--- config.mk ---
export PLATFORM = sky130hd
export DESIGN_NAME = mac_operand_sequencer_flat
export DESIGN_NICKNAME = d
export VERILOG_FILES = /design/src/rtl/mac_pkg.sv /design/src/rtl/mac_operand_sequencer_if.sv /design/src/rtl/mac_tap_regfile.sv /design/src/rtl/mac_operand_sequencer.sv /design/src/flat_wrapper.sv
export SDC_FILE = /design/constraint.sdc
export NUM_CORES = 1
export LEC_CHECK = 0
export CAP_MARGIN = 40
export CORE_ASPECT_RATIO = 0.5
export CORE_MARGIN = 3
export CORE_UTILIZATION = 45
export DETAILED_ROUTE_END_ITERATION = 6
export PLACE_DENSITY = 0.74
export SLEW_MARGIN = 10
export SYNTH_ARGS = -nofsm -noshare
export SYNTH_HDL_FRONTEND = slang
export SYNTH_SLANG_ARGS = --single-unit
--- constraint.sdc ---
create_clock -name clk -period 5.2 [get_ports clk]
set_input_delay 1.04 -clock clk [delete_from_list [all_inputs] [get_ports clk]]
set_output_delay 1.04 -clock clk [all_outputs]
set_load 0.03 [all_outputs]
--- src/rtl/mac_pkg.sv ---
// Shared definitions for the MAC operand sequencer and the downstream MAC/accumulator stage.
// Default operand width, delay-line depth and the sequencer state encoding live here.
package mac_pkg;

  localparam int DATA_W = 16;
  localparam int TAPS   = 8;
  localparam int ADDR_W = 3;

  typedef enum logic {
    IDLE  = 1'b0,
    ISSUE = 1'b1
  } seq_state_e;

endpackage

--- src/rtl/mac_operand_sequencer_if.sv ---
// Stream, coefficient-write and operand-issue bundle between the sequencer and its neighbours.
// The slave modport is the sequencer's view; master is the upstream/MAC side.
interface mac_operand_sequencer_if #(
  parameter int DATA_W = mac_pkg::DATA_W,
  parameter int ADDR_W = mac_pkg::ADDR_W
) ();

  logic              s_valid;
  logic              s_ready;
  logic [DATA_W-1:0] s_data;
  logic              coef_we;
  logic [ADDR_W-1:0] coef_addr;
  logic [DATA_W-1:0] coef_wdata;
  logic              op_valid;
  logic              op_ready;
  logic [DATA_W-1:0] op_a;
  logic [DATA_W-1:0] op_b;
  logic              op_first;
  logic              op_last;
  logic              busy;

  modport master (
    output s_valid, s_data, coef_we, coef_addr, coef_wdata, op_ready,
    input  s_ready, op_valid, op_a, op_b, op_first, op_last, busy
  );

  modport slave (
    input  s_valid, s_data, coef_we, coef_addr, coef_wdata, op_ready,
    output s_ready, op_valid, op_a, op_b, op_first, op_last, busy
  );

endinterface

--- src/rtl/mac_tap_regfile.sv ---
// Small TAPS x DATA_W register file: synchronous write, asynchronous read, cleared by rst.
// Used both as the sample delay line and as the coefficient store.
module mac_tap_regfile #(
  parameter int DATA_W = 16,
  parameter int DEPTH  = 8,
  parameter int ADDR_W = 3
) (
  input  logic              clk,
  input  logic              rst,
  input  logic              we,
  input  logic [ADDR_W-1:0] waddr,
  input  logic [DATA_W-1:0] wdata,
  input  logic [ADDR_W-1:0] raddr,
  output logic [DATA_W-1:0] rdata
);

  logic [DATA_W-1:0] mem [DEPTH];

  always_ff @(posedge clk) begin
    if (rst) begin
      for (int i = 0; i < DEPTH; i++) begin
        mem[i] <= '0;
      end
    end else if (we) begin
      mem[waddr] <= wdata;
    end
  end

  assign rdata = mem[raddr];

endmodule

--- src/rtl/mac_operand_sequencer.sv ---
// Feeds the MAC with TAPS (sample, coefficient) pairs per accepted sample, newest sample first,
// tagging the first and last pair so the MAC can clear and dump its accumulator.
module mac_operand_sequencer #(
  parameter int DATA_W = mac_pkg::DATA_W,
  parameter int TAPS   = mac_pkg::TAPS,
  parameter int ADDR_W = mac_pkg::ADDR_W
) (
  input  logic                    clk,
  input  logic                    rst,
  mac_operand_sequencer_if.slave  bus
);

  import mac_pkg::*;

  localparam logic [ADDR_W-1:0] PRE_LAST_TAP = ADDR_W'(TAPS - 2);

  seq_state_e        state;
  logic [ADDR_W-1:0] tap;
  logic [ADDR_W-1:0] wr_ptr;
  logic [ADDR_W-1:0] base;
  logic [ADDR_W-1:0] dline_raddr;
  logic              accept;
  logic              op_fire;
  logic              coef_wr;

  assign bus.s_ready = (state == IDLE) && !rst;
  assign accept      = bus.s_valid && bus.s_ready;
  assign op_fire     = bus.op_valid && bus.op_ready;
  // Coefficients are frozen while a sample is being issued so its pairs share one coefficient set.
  assign coef_wr     = bus.coef_we && (state == IDLE);
  assign dline_raddr = base - tap;

  mac_tap_regfile #(
    .DATA_W (DATA_W),
    .DEPTH  (TAPS),
    .ADDR_W (ADDR_W)
  ) u_dline (
    .clk   (clk),
    .rst   (rst),
    .we    (accept),
    .waddr (wr_ptr),
    .wdata (bus.s_data),
    .raddr (dline_raddr),
    .rdata (bus.op_a)
  );

  mac_tap_regfile #(
    .DATA_W (DATA_W),
    .DEPTH  (TAPS),
    .ADDR_W (ADDR_W)
  ) u_coef (
    .clk   (clk),
    .rst   (rst),
    .we    (coef_wr),
    .waddr (bus.coef_addr),
    .wdata (bus.coef_wdata),
    .raddr (tap),
    .rdata (bus.op_b)
  );

  // Tags and valid are registered alongside tap so they stay stable under backpressure.
  always_ff @(posedge clk) begin
    if (rst) begin
      state        <= IDLE;
      tap          <= '0;
      wr_ptr       <= '0;
      base         <= '0;
      bus.op_valid <= 1'b0;
      bus.op_first <= 1'b0;
      bus.op_last  <= 1'b0;
      bus.busy     <= 1'b0;
    end else begin
      case (state)
        IDLE: begin
          if (accept) begin
            state        <= ISSUE;
            base         <= wr_ptr;
            tap          <= '0;
            bus.op_valid <= 1'b1;
            bus.op_first <= 1'b1;
            bus.op_last  <= 1'b0;
            bus.busy     <= 1'b1;
          end
        end
        ISSUE: begin
          if (op_fire) begin
            if (bus.op_last) begin
              state        <= IDLE;
              tap          <= '0;
              wr_ptr       <= wr_ptr + 1'b1;
              bus.op_valid <= 1'b0;
              bus.op_first <= 1'b0;
              bus.op_last  <= 1'b0;
              bus.busy     <= 1'b0;
            end else begin
              tap          <= tap + 1'b1;
              bus.op_first <= 1'b0;
              bus.op_last  <= (tap == PRE_LAST_TAP);
            end
          end
        end
        default: begin
          state <= IDLE;
        end
      endcase
    end
  end

endmodule
--- src/flat_wrapper.sv ---
// flat-port wrapper written by rule: the top's interface ports become plain ports
module mac_operand_sequencer_flat import mac_pkg::*;
#(
  parameter int DATA_W = mac_pkg::DATA_W,
  parameter int TAPS   = mac_pkg::TAPS,
  parameter int ADDR_W = mac_pkg::ADDR_W
)
  (clk, rst, bus_s_valid, bus_s_data, bus_coef_we, bus_coef_addr, bus_coef_wdata, bus_op_ready, bus_s_ready, bus_op_valid, bus_op_a, bus_op_b, bus_op_first, bus_op_last, bus_busy);
  mac_operand_sequencer_if #(.DATA_W(DATA_W), .ADDR_W(ADDR_W)) bus_i ();
  input  logic clk;
  input  logic rst;
  input wire logic [$bits(bus_i.s_valid)-1:0] bus_s_valid;
  input wire logic [$bits(bus_i.s_data)-1:0] bus_s_data;
  input wire logic [$bits(bus_i.coef_we)-1:0] bus_coef_we;
  input wire logic [$bits(bus_i.coef_addr)-1:0] bus_coef_addr;
  input wire logic [$bits(bus_i.coef_wdata)-1:0] bus_coef_wdata;
  input wire logic [$bits(bus_i.op_ready)-1:0] bus_op_ready;
  output wire logic [$bits(bus_i.s_ready)-1:0] bus_s_ready;
  output wire logic [$bits(bus_i.op_valid)-1:0] bus_op_valid;
  output wire logic [$bits(bus_i.op_a)-1:0] bus_op_a;
  output wire logic [$bits(bus_i.op_b)-1:0] bus_op_b;
  output wire logic [$bits(bus_i.op_first)-1:0] bus_op_first;
  output wire logic [$bits(bus_i.op_last)-1:0] bus_op_last;
  output wire logic [$bits(bus_i.busy)-1:0] bus_busy;
  assign bus_i.s_valid = bus_s_valid;
  assign bus_i.s_data = bus_s_data;
  assign bus_i.coef_we = bus_coef_we;
  assign bus_i.coef_addr = bus_coef_addr;
  assign bus_i.coef_wdata = bus_coef_wdata;
  assign bus_i.op_ready = bus_op_ready;
  assign bus_s_ready = bus_i.s_ready;
  assign bus_op_valid = bus_i.op_valid;
  assign bus_op_a = bus_i.op_a;
  assign bus_op_b = bus_i.op_b;
  assign bus_op_first = bus_i.op_first;
  assign bus_op_last = bus_i.op_last;
  assign bus_busy = bus_i.busy;
  mac_operand_sequencer #(.DATA_W(DATA_W), .TAPS(TAPS), .ADDR_W(ADDR_W)) u_core (.clk(clk), .rst(rst), .bus(bus_i));
endmodule
==> metrics.csv, run 1 <==
stage,metric,value,unit
setup_path,r2r setup slk,2.73,ns
setup_path,worst-path maximum fanout,18,
floorplanning,die width,240,microns
place,routability cong.,0.765,
setup_path,R2R cell count,3,
synthesis,"Seq/Total Area, Yosys",65.3,%
setup_path,Worst setup SP type,register,
sta,setup ws final,0.710,ns
sta,Final Hold Fails,0,
sta,clk_skew,0.00833,ns
setup_path,CP arrival,3.45,ns
route,WL/cell,21.9,microns
synthesis,Avg Synthesized Cell Area,16.2,sq um
setup_path,Critical Path Sink Type,output pin,
cts,CTS Root Cell,clkbuf_16,
power,Power Dens Cells,330,nW/um^2
sta,worst-margin pin slew,0.672,ns
floorplanning,Die H,123,microns
synthesis,Syn Std Cell Area,12300,sq um
cts,TritonCTS Buffers,25,
floorplanning,initial core utilization,46.1,%
sta,period utilisation layout,86.3,%
cts,H-tree depth,1,
power,Net Sw Power,1010,uW
power,VDD IR max,217,uV
power,P_leak,0.00507,uW
power,power share of the clock group,39.5,%
hold_path,WHS Path Cells,2,
setup_path,cell chain of the critical path,"inv_1, ha_2, buf_4, mux4_2, mux2_2, clkdlybuf4s50_1",
route,Avg Vias per Cell,5.46,
route,Remaining DRCs,0,
sta,Tmin final,4.49,ns
grt,antenna violations before repair,0,
grt,vias in the first global route,6938,
sta,max-slew violations,0,
setup_path,Slowest Stage Delay on Critical Path,0.74,ns
setup_path,Crit-path slowest cell,ha_2,
floorplanning,Core Area,26600,sq um
power,Net Sw Frac,21.4,%
cts,CTS tree,built,
setup_path,WP data required,4.16,ns
hold_path,hold worst-path end,u_core.base[0],
cells_and_area,number of nets in the layout,889,
sta,RSZ-0062 raised after global routing,false,
cts,clk_lat worst skew,0.53,ns
cts,Post-CTS Setup Repair Bufs,0,
setup_path,classification of the worst setup path,register to output pin,
cts,CTS-repair resized insts,0,
hold_path,HP Start,u_core.base[0],
power,sequential power share,53.3,%
cells_and_area,Area Overhead vs Synth,16.4,%
grt,first-pass GRT wire length,40.2,mm
setup_path,Reg-to-Reg End,u_core.u_dline.mem[6][13],
cts,CTS clock-pin slew for the worst setup and hold paths,0.06,ns
power,Gate power share,7.2,%
route,via count,6629,
sta,relative slew slack,55.2,%
synthesis,Unique masters post-synth,41,
cts,Max Buffers Root-to-Sink,3,
run_status,outcome,"complete, no violations",
place,input/output buffers,76,
sta,max frequency,0.223,GHz
cts,hold buffers post-CTS,0,
cells_and_area,Antenna diodes,0,
cells_and_area,share of layout cells above drive strength 1,21.8,%
floorplanning,# IOs,77,
synthesis,Synth warnings,0,
grt,pin count of the biggest net entering global routing,33,
synthesis,Cells after Synth,759,
synthesis,Post-Syn Nets,804,
hold_path,Hold WC Path Type,register to register,
power,cell-internal power,3700,uW
cells_and_area,most frequent cells in the layout,"and2_1, edfxtp_1, clkdlybuf4s50_1",
route,Initial DRC Count,573,
setup_path,R2R Path Start,u_core.state,
route,Final ANT Viol Nets,0,
run,Max Cap Viol,0,
floorplanning,Row Count,42,
place,Detailed Place HPWL,15.0,mm
floorplanning,Die ar.,29400,sq um
sta,Final setup viols,0,
sta,setup TNS,0,ns
synthesis,synthesized flop and latch total,272,
cts,clock sink count,272,
grt,remaining global-route overflow,0,
grt,GRT Util Overall,18.3,%
route,final WL,26.6,mm
place,Post-Place Setup Slack,1.16,ns
route,TritonRoute pass-1 iters,5,
## synth_stat cells
library cell,count,share of area [%]
nand3_1,5,0.20
ha_1,4,0.41
inv_1,7,0.21
or3b_2,1,0.071
or4b_4,1,0.11
and2_1,256,13
or4_1,2,0.12
nor2_2,6,0.31
fa_1,1,0.16
edfxtp_1,256,63
or3b_4,1,0.092
nand2b_1,3,0.15
nand4bb_1,1,0.092
nor3_4,3,0.40
a21oi_1,6,0.24
or3b_1,1,0.071
o21ai_0,1,0.041
clkbuf_1,15,0.46
nand2_1,4,0.12
mux2_2,32,2.9
buf_1,1,0.031
nor2b_1,2,0.10
clkbuf_2,5,0.20
or3_4,1,0.092
buf_2,16,0.65
nor2_1,12,0.37
a41oi_1,1,0.071
or2_2,16,0.82
a311oi_1,1,0.071
dfxtp_1,16,2.6
xor2_1,2,0.14
nand3b_1,1,0.061
mux4_2,64,12
xnor2_2,1,0.13
or3_1,1,0.051
buf_4,2,0.12
nor3_2,1,0.082
nand4_1,2,0.10
mux2i_1,4,0.33
nor2_4,3,0.28
nor3_1,1,0.041
## critical path: cells and delay by family, from the launching register on
| kind | cells | cell delay, ns |
|---|---|---|
| buffers and inverters | 3 | 1.04 |
| adder cells (fa/ha/maj) | 1 | 0.74 |
| flip-flops | 1 | 0.32 |
| multiplexers | 2 | 0.82 |
## sequential cells by signal, indices dropped and copies added, names as in the netlist, named ones only
signal	flops
u_core.u_coef.mem	128
u_core.u_dline.mem	128
u_core.base	3
u_core.tap	3
u_core.wr_ptr	3
u_core.bus.busy	1
u_core.bus.op_first	1
u_core.bus.op_last	1
u_core.state	1
## power groups by stage
| stage | Combinational (uW) | Sequential, uW | Clock (uW) |
|---|---|---|---|
| 3_5_place_dp | 346 | 2560 | 0 |
| 3_3_place_gp | 341 | 2550 | 0 |
| 4_1_cts | 347 | 2510 | 1890 |
| 2_1_floorplan | 198 | 2550 | 0 |
| 5_1_grt | 363 | 2520 | 1980 |
| 6_report | 341 | 2510 | 1860 |
## through the flow
stage	power, uW	utilization (%)	std cells	hold WS (ns)	cell area [sq um]
after global placement	2890	50.5	1168	0.484	13400
after floorplan	2740	-	759	0.460	12300
after global routing	4860	53.6	1214	0.522	14300
final	4710	53.6	1214	0.492	14300
after detailed placement	2900	50.6	1169	0.483	13500
after CTS	4750	53.6	1214	0.499	14300
## kinds of logic after synthesis
kind of cell    Yosys count  share of synthesized area, %
mux                     100                          15.0
fa+ha+maj                 5                         0.571
buf+inv                  46                          1.68
compound gates            9                         0.428
simple gates            324                          16.8
flops                   272                          65.3
xor+xnor                  3                         0.275
## area by class of cell
class	instances	area (sq um)
Inverter	7	26.3
Timing Repair Buffer	97	938
Tap cell	352	440
Clock buffer	35	683
Fill cell	2120	12400
Clock inverter	10	129
Multi-Input combinational cell	441	4060
Sequential cell	272	8010
## how the worst max path moves through the flow
| stage | startpoint | end | slack [ns] | cells after the start |
|---|---|---|---|---|
| floorplan | u_core.tap[0] | bus_op_a[0] | 2.04 | 6 |
| global placement | u_core.base[0] | bus_op_a[12] | 1.21 | 6 |
| detailed placement | u_core.base[0] | bus_op_a[15] | 1.16 | 6 |
| CTS | u_core.base[0] | bus_op_a[15] | 0.60 | 6 |
| global route | u_core.base[0] | bus_op_a[12] | 0.51 | 6 |
| finish | u_core.base[0] | bus_op_a[3] | 0.71 | 6 |
## metal layers
layer  global-route usage, %  vias to the layer above  wire (microns)
met3                    3.84                       65            1490
met5                       0                        -               0
met4                    5.43                        0             703
met1                    24.4                     3390           11500
met2                    30.6                      200           12900
li1                        -                     2974               -
Power figures use the tool's default switching activity.
==> run 2: changes to the inputs <==
--- a/config.mk
+++ b/config.mk
@@ -6,7 +6,7 @@
 export NUM_CORES = 1
 export LEC_CHECK = 0
 export CAP_MARGIN = 40
-export CORE_ASPECT_RATIO = 0.5
+export CORE_ASPECT_RATIO = 2
 export CORE_MARGIN = 3
 export CORE_UTILIZATION = 45
 export DETAILED_ROUTE_END_ITERATION = 6
==> run 2 against run 1 <==
Against the previous run:
- via count is 1.6% lower
- non-clock buffer count is 2 lower
- critical path depth stayed put
- clock skew is 0.00091 ns higher
- wire length is 4.9% higher
- power is 3.8% lower
- sequential power hardly changed
- first-iteration DRC count is 38% lower
- register-to-register slack worse by 0.13 ns
- sequential share of layout area is 0.48 points higher
- largest cell class unchanged
==> metrics.csv, run 2 (synthesized netlist as in run 1, its figures left out) <==
stage,metric,value,unit,change
run_status,outcome,"complete, no violations",,
route,final WL,27.9,mm,+4.9%
setup_path,family with the most delay on the worst path,buffers and inverters,,
route,Initial DRC Count,355,,-38%
floorplanning,Die ar.,29400,sq um,unchanged
grt,GRT Util Overall,19.4,%,+1.2 points
cells_and_area,largest registers,"u_core.u_coef.mem (128), u_core.u_dline.mem (128)",,
cells_and_area,Antenna diodes,0,,unchanged
route,Remaining DRCs,0,,unchanged
setup_path,WP data required,4.16,ns,about the same
sta,max-slew violations,0,,unchanged
cells_and_area,Area Overhead vs Synth,15.4,%,
sta,Final Hold Fails,0,,unchanged
sta,Final setup viols,0,,unchanged
cts,Post-CTS Setup Repair Bufs,0,,unchanged
floorplanning,Core Area,26600,sq um,-0.20%
sta,worst-margin pin slew,0.704,ns,+0.0325 ns
setup_path,Reg-to-Reg End,u_core.u_dline.mem[0][9],,
sta,period utilisation layout,87.7,%,+1.4 points
floorplanning,initial core utilization,46.2,%,+0.091 points
hold_path,Hold WC Path Type,register to register,,
cts,CTS Root Cell,clkbuf_16,,
sta,clk_skew,0.00924,ns,+0.000911 ns
grt,pin count of the biggest net entering global routing,35,,+6.1%
cts,CTS clock-pin slew for the worst setup and hold paths,0.06,ns,about the same
cts,TritonCTS Buffers,24,,-4.0%
route,WL/cell,23.2,microns,+6.0%
route,TritonRoute pass-1 iters,5,,unchanged
sta,RSZ-0062 raised after global routing,false,,
sta,max frequency,0.219,GHz,-1.6%
setup_path,CP arrival,3.52,ns,+0.07 ns
run,Max Cap Viol,0,,unchanged
cts,hold buffers post-CTS,0,,unchanged
setup_path,worst-path maximum fanout,17,,-1
cells_and_area,share of layout cells above drive strength 1,21.2,%,-0.57 points
cts,CTS-repair resized insts,0,,unchanged
setup_path,CP bufs+invs,3,,unchanged
setup_path,Crit. path cell count,6,,unchanged
place,input/output buffers,76,,unchanged
setup_path,Worst Setup EP,bus_op_a[3],,
setup_path,Crit-path slowest cell,ha_2,,
grt,antenna violations before repair,0,,unchanged
setup_path,Critical Path Sink Type,output pin,,
setup_path,Slowest Stage Delay on Critical Path,0.70,ns,-0.04 ns
power,P_leak,0.00501,uW,-1.2%
floorplanning,Die H,240,microns,+95%
cells_and_area,number of nets in the layout,886,,-0.34%
grt,first-pass GRT wire length,41.9,mm,+4.2%
floorplanning,die width,123,microns,-49%
cts,clk_lat worst skew,0.52,ns,about the same
cts,Max Buffers Root-to-Sink,3,,unchanged
cells_and_area,Util after Layout,53.3,%,-0.35 points
setup_path,R2R cell count,3,,unchanged
cells_and_area,FILL cells,2128,,+0.38%
setup_path,CP Launch Point,u_core.base[0],,
cells_and_area,most frequent cells in the layout,"and2_1, edfxtp_1, clkdlybuf4s50_1",,
setup_path,cell chain of the critical path,"inv_1, ha_2, buf_4, mux4_2, mux2_2, clkdlybuf4s50_1",,
floorplanning,Row Count,84,,+100%
setup_path,r2r setup slk,2.60,ns,-0.13 ns
place,Detailed Place HPWL,18.4,mm,+23%
setup_path,Worst setup SP type,register,,
power,Power Dens Cells,320,nW/um^2,-3.0%
setup_path,classification of the worst setup path,register to output pin,,
grt,remaining global-route overflow,0,,unchanged
grt,vias in the first global route,7192,,+3.7%
route,via count,6524,,-1.6%
cts,H-tree depth,1,,unchanged
sta,relative slew slack,52.9,%,-2.3 points
route,Final ANT Viol Nets,0,,unchanged
route,Avg Vias per Cell,5.43,,-0.52%
cts,clock sink count,272,,unchanged
place,routability cong.,0.783,,+2.4%
setup_path,R2R Path Start,u_core.state,,
cts,CTS tree,built,,
sta,Tmin final,4.56,ns,+0.0722 ns
floorplanning,# IOs,77,,unchanged
sta,setup TNS,0,ns,unchanged
power,VDD IR max,288,uV,+33%
[run 2: cell count changes in the layout (fill, tap and decap cells not counted), sizes merged]
cell	change
clkbuf	-6
buf	-2
clkinv	+5
clkinvlp	+1
inv	-1
bufinv	-2
[run 2: how the worst min path moves through the flow]
stage                        start                  end  cells past startpoint
6_report       u_core.bus.op_first  u_core.bus.op_first                      2
5_1_grt        u_core.bus.op_first  u_core.bus.op_first                      2
4_1_cts        u_core.bus.op_first  u_core.bus.op_first                      2
3_5_place_dp   u_core.bus.op_first  u_core.bus.op_first                      2
3_3_place_gp   u_core.bus.op_first  u_core.bus.op_first                      2
2_1_floorplan       u_core.base[0]       u_core.base[0]                      2
[run 2: final cells by class]
class	count	area, sq um	area share, %
clock buffers	29	641	4.52
inverters	7	26.3	0.185
repair buffers	95	911	6.43
clock inverters	13	87.6	0.618
multi-input cells	441	4060	28.7
well taps	344	430	3.04
flip-flops and latches	272	8010	56.5
[run 2: report_power, final]
group          total (uW)  internal (uW)  switching [uW]
Sequential           2510           2480            27.2
Clock                1670            924             749
Combinational         347            150             197
Total                4530           3560             973
[run 2: routing by layer]
layer	wire [microns]	vias up	GRT usage, %
met4	1240	0	8.50
met5	0	-	0
met1	9090	3285	19.1
met3	1350	74	3.05
li1	-	2958	-
met2	16200	207	38.5
[run 2: stage by stage]
step / area (sq um) / total power [uW] / setup slack [ns] / hold slack [ns] / std cells
finish: 14200 / 4530 / 0.638 / 0.494 / 1201
detailed placement: 13400 / 2910 / 1.14 / 0.485 / 1159
global route: 14200 / 4670 / 0.422 / 0.535 / 1201
floorplan: 12300 / 2740 / 2.04 / 0.460 / 759
CTS: 14200 / 4570 / 0.551 / 0.500 / 1201
global placement: 13400 / 2900 / 1.16 / 0.484 / 1158
[run 2: tightest hold or removal path: stages, from the launching register on]
cell,delay [ns]
dfxtp_1,0.33
a21oi_1,0.06
nor2_1,0.07
==> run 3: changes to the inputs <==
--- a/config.mk
+++ b/config.mk
@@ -5,6 +5,7 @@
 export SDC_FILE = /design/constraint.sdc
 export NUM_CORES = 1
 export LEC_CHECK = 0
+export ABC_AREA = 1
 export CAP_MARGIN = 40
 export CORE_ASPECT_RATIO = 2
 export CORE_MARGIN = 3
@@ -15,3 +16,4 @@
 export SYNTH_ARGS = -nofsm -noshare
 export SYNTH_HDL_FRONTEND = slang
 export SYNTH_SLANG_ARGS = --single-unit
+export TNS_END_PERCENT = 100
==> constraint.sdc (replaced) <==
create_clock -name clk -period 5.2 [get_ports clk]
set_input_delay 1.3 -clock clk [delete_from_list [all_inputs] [get_ports clk]]
set_output_delay 1.3 -clock clk [all_outputs]
set_load 0.03 [all_outputs]
==> run 3 against run 2 <==
Against the previous run:
- clock-buffer cell count grew 2
- wire length is 17% higher
- worst setup slack worse by 0.13 ns
- clock power about the same
- die area up 7.2%
- sequential cell count unchanged
- power grew 13%
- clock skew is 0.0013 ns higher
- hold slack got worse by 0.020 ns
- synthesized cell count up 110%
- via count is 54% higher
- cell count grew 67%
- critical path type unchanged
- highest routed layer unchanged
==> metrics.csv, run 3 <==
stage,metric,value,unit,change
floorplanning,# IOs,77,,unchanged
cts,TritonCTS Buffers,24,,unchanged
sta,RSZ-0062 raised after global routing,false,,
synthesis,Synth top area share,58.3,%,-4.4 points
cts,CTS clock-pin slew for the worst setup and hold paths,0.07,ns,about the same
synthesis,"Seq/Total Area, Yosys",60.7,%,-4.6 points
synthesis,Unique masters post-synth,22,,-46%
sta,max frequency,0.213,GHz,-2.8%
cts,Max Buffers Root-to-Sink,3,,unchanged
cts,Post-CTS Setup Repair Bufs,0,,unchanged
cells_and_area,share of layout cells above drive strength 1,4.74,%,-16 points
sta,Final Hold Fails,0,,unchanged
synthesis,Syn Std Cell Area,13200,sq um,+7.5%
cts,CTS Root Cell,clkbuf_16,,
grt,antenna violations before repair,0,,unchanged
cts,H-tree depth,1,,unchanged
hold_path,WHS Path Cells,2,,unchanged
grt,Top Usage Layer GRT,met2,,
power,"Power, Total",5100,uW,+13%
cts,clk_lat worst skew,0.53,ns,about the same
run_status,outcome,"complete, no violations",,
route,TritonRoute pass-1 iters,5,,unchanged
synthesis,"count leader, synth",nand2_1,,
setup_path,R2R cell count,5,,+2
setup_path,classification of the worst setup path,register to output pin,,
setup_path,worst-path maximum fanout,16,,-1
place,input/output buffers,76,,unchanged
grt,remaining global-route overflow,0,,unchanged
setup_path,CP arrival,3.39,ns,-0.13 ns
cells_and_area,largest registers,"u_core.u_coef.mem (128), u_core.u_dline.mem (128)",,
sta,worst-margin pin slew,0.945,ns,+0.241 ns
setup_path,Reg-to-Reg End,u_core.u_dline.mem[0][8],,
sta,max-slew violations,0,,unchanged
sta,Final setup viols,0,,unchanged
floorplanning,Die H,248,microns,+3.6%
cells_and_area,number of nets in the layout,1671,,+89%
grt,vias in the first global route,10100,,+41%
cts,CTS-repair resized insts,0,,unchanged
sta,Tmin final,4.69,ns,+0.131 ns
power,P_leak,0.00708,uW,+41%
grt,met3 Use GR,2.08,%,-0.97 points
synthesis,Synth warnings,0,,unchanged
synthesis,Synth Flop Type,edfxtp_1,,
floorplanning,initial core utilization,45.7,%,-0.41 points
floorplanning,Row Count,88,,+4.8%
cells_and_area,most frequent cells in the layout,"nand2_1, inv_1, nor2_1",,
route,Remaining DRCs,0,,unchanged
route,WL/cell,16.3,microns,-30%
cells_and_area,"commonest non-fill, non-tap cell in the layout",nand2_1,,
run,Max Cap Viol,0,,unchanged
sta,clk_skew,0.0106,ns,+0.00131 ns
power,VDD IR max,277,uV,-3.6%
hold_path,HP Start,u_core.bus.op_first,,
synthesis,Post-Syn Nets,1610,,+100%
sta,period utilisation layout,90.3,%,+2.5 points
setup_path,r2r setup slk,2.53,ns,-0.07 ns
cells_and_area,multi-input combinational cell area,3740,sq um,-7.9%
grt,met1 Use GR,18.6,%,-0.56 points
setup_path,WP data required,3.90,ns,-0.26 ns
sta,relative slew slack,36.8,%,-16 points
synthesis,asr flop ratio synth,0,%,unchanged
hold_path,Hold WC Path Type,register to register,,
cts,clock sink count,272,,unchanged
grt,pin count of the biggest net entering global routing,65,,+86%
synthesis,synthesized flop and latch total,272,,unchanged
synthesis,number of synthesized flops with an enable pin,256,,unchanged
cts,hold buffers post-CTS,0,,unchanged
floorplanning,die width,127,microns,+3.5%
cells_and_area,FILL cells,2633,,+24%
sta,setup TNS,0,ns,unchanged
place,Detailed Place HPWL,21.9,mm,+19%
route,Initial DRC Count,572,,+61%
setup_path,Worst setup SP type,register,,
grt,met2 Use GR,42.8,%,+4.3 points
grt,GRT Util Overall,20.7,%,+1.2 points
route,Avg Vias per Cell,5.02,,-7.6%
place,routability cong.,0.827,,+5.6%
synthesis,top post-synthesis cells by count,"nand2_1, inv_1, nor2_1",,
route,via count,10100,,+54%
cells_and_area,Area Overhead vs Synth,14.5,%,
floorplanning,Core Area,28800,sq um,+8.5%
route,Final ANT Viol Nets,0,,unchanged
synthesis,Avg Synthesized Cell Area,8.43,sq um,-48%
cells_and_area,Antenna diodes,0,,unchanged
setup_path,Critical Path Sink Type,output pin,,
cts,CTS tree,built,,
cells_and_area,Sequential Area,8010,sq um,unchanged
setup_path,R2R Path Start,u_core.state,,
synthesis,Synth area leaders,"edfxtp_1, nand2_1, inv_1, nor2_1, nand3_1",,
synthesis,Cells after Synth,1565,,+110%
route,final WL,32.6,mm,+17%
power,Power Dens Cells,338,nW/um^2,+5.7%
synthesis,Synth area leader,edfxtp_1,,
hold_path,hold worst-path end,u_core.bus.op_first,,
grt,first-pass GRT wire length,50.6,mm,+21%
floorplanning,Die ar.,31500,sq um,+7.2%
-- run 3: cell count changes after synthesis, moves of 12 or more --
cell      change
nand2_1     +465
inv_1       +303
nor2_1      +262
and2_1      -256
nand3_1     +133
mux4_2       -64
mux2_2       -32
clkbuf_1     +29
or2_2        -16
nand2_2      +12
-- run 3: worst max-delay path by stage --
stage,slack [ns],cells after the start,from,to
detailed placement,1.08,12,u_core.base[0],bus_op_a[13]
finish,0.51,12,u_core.base[0],bus_op_a[13]
floorplan,1.95,11,u_core.base[0],bus_op_a[10]
global placement,1.15,11,u_core.base[0],bus_op_a[3]
CTS,0.48,12,u_core.base[0],bus_op_a[13]
global route,0.35,11,u_core.tap[0],bus_op_a[14]
-- run 3: cell type report --
class                      count  area share, %
clock inverter                13          0.572
tap                          360           2.98
multi-input combinational    915           24.8
timing repair buffer         100           6.58
clock buffer                  31           4.29
sequential                   272           53.0
inverter                     313           7.78
-- run 3: critical path, cell delays in order (launching register included) --
cell,delay [ns]
dfxtp_1,0.35
inv_1,0.08
ha_2,0.16
inv_1,0.05
fa_1,0.42
inv_1,0.10
nand2_1,0.07
nand2_1,0.07
nand2_1,0.04
nand2_1,0.58
nand2_1,0.14
nand2_1,0.12
clkdlybuf4s50_1,0.67
-- run 3: routing by layer --
metal | wire [microns] | part of all wire, %
met4 | 1890 | 5.8
met1 | 10400 | 32
met5 | 0 | 0
met3 | 1380 | 4.2
met2 | 18900 | 58
-- run 3: logic make-up after synthesis --
kind of cell    after synthesis  share of synthesized area (%)
flops                       272                           60.7
fa+ha+maj                     5                          0.531
buf+inv                     378                           11.0
compound gates                8                          0.303
simple gates                902                           27.5
-- run 3: per-stage QoR --
step	instances	util, %	hold WS [ns]	setup WS (ns)	area [sq um]
3_5_place_dp	1960	49.8	0.467	1.08	14400
2_1_floorplan	1565	-	0.483	1.95	13200
5_1_grt	2004	52.4	0.505	0.355	15100
4_1_cts	2004	52.4	0.477	0.481	15100
3_3_place_gp	1956	49.5	0.460	1.15	14300
6_report	2004	52.4	0.474	0.506	15100
-- run 3: report_power, final --
group	internal [uW]	switching [uW]
clock network	930	774
registers	2480	30.6
logic	294	595
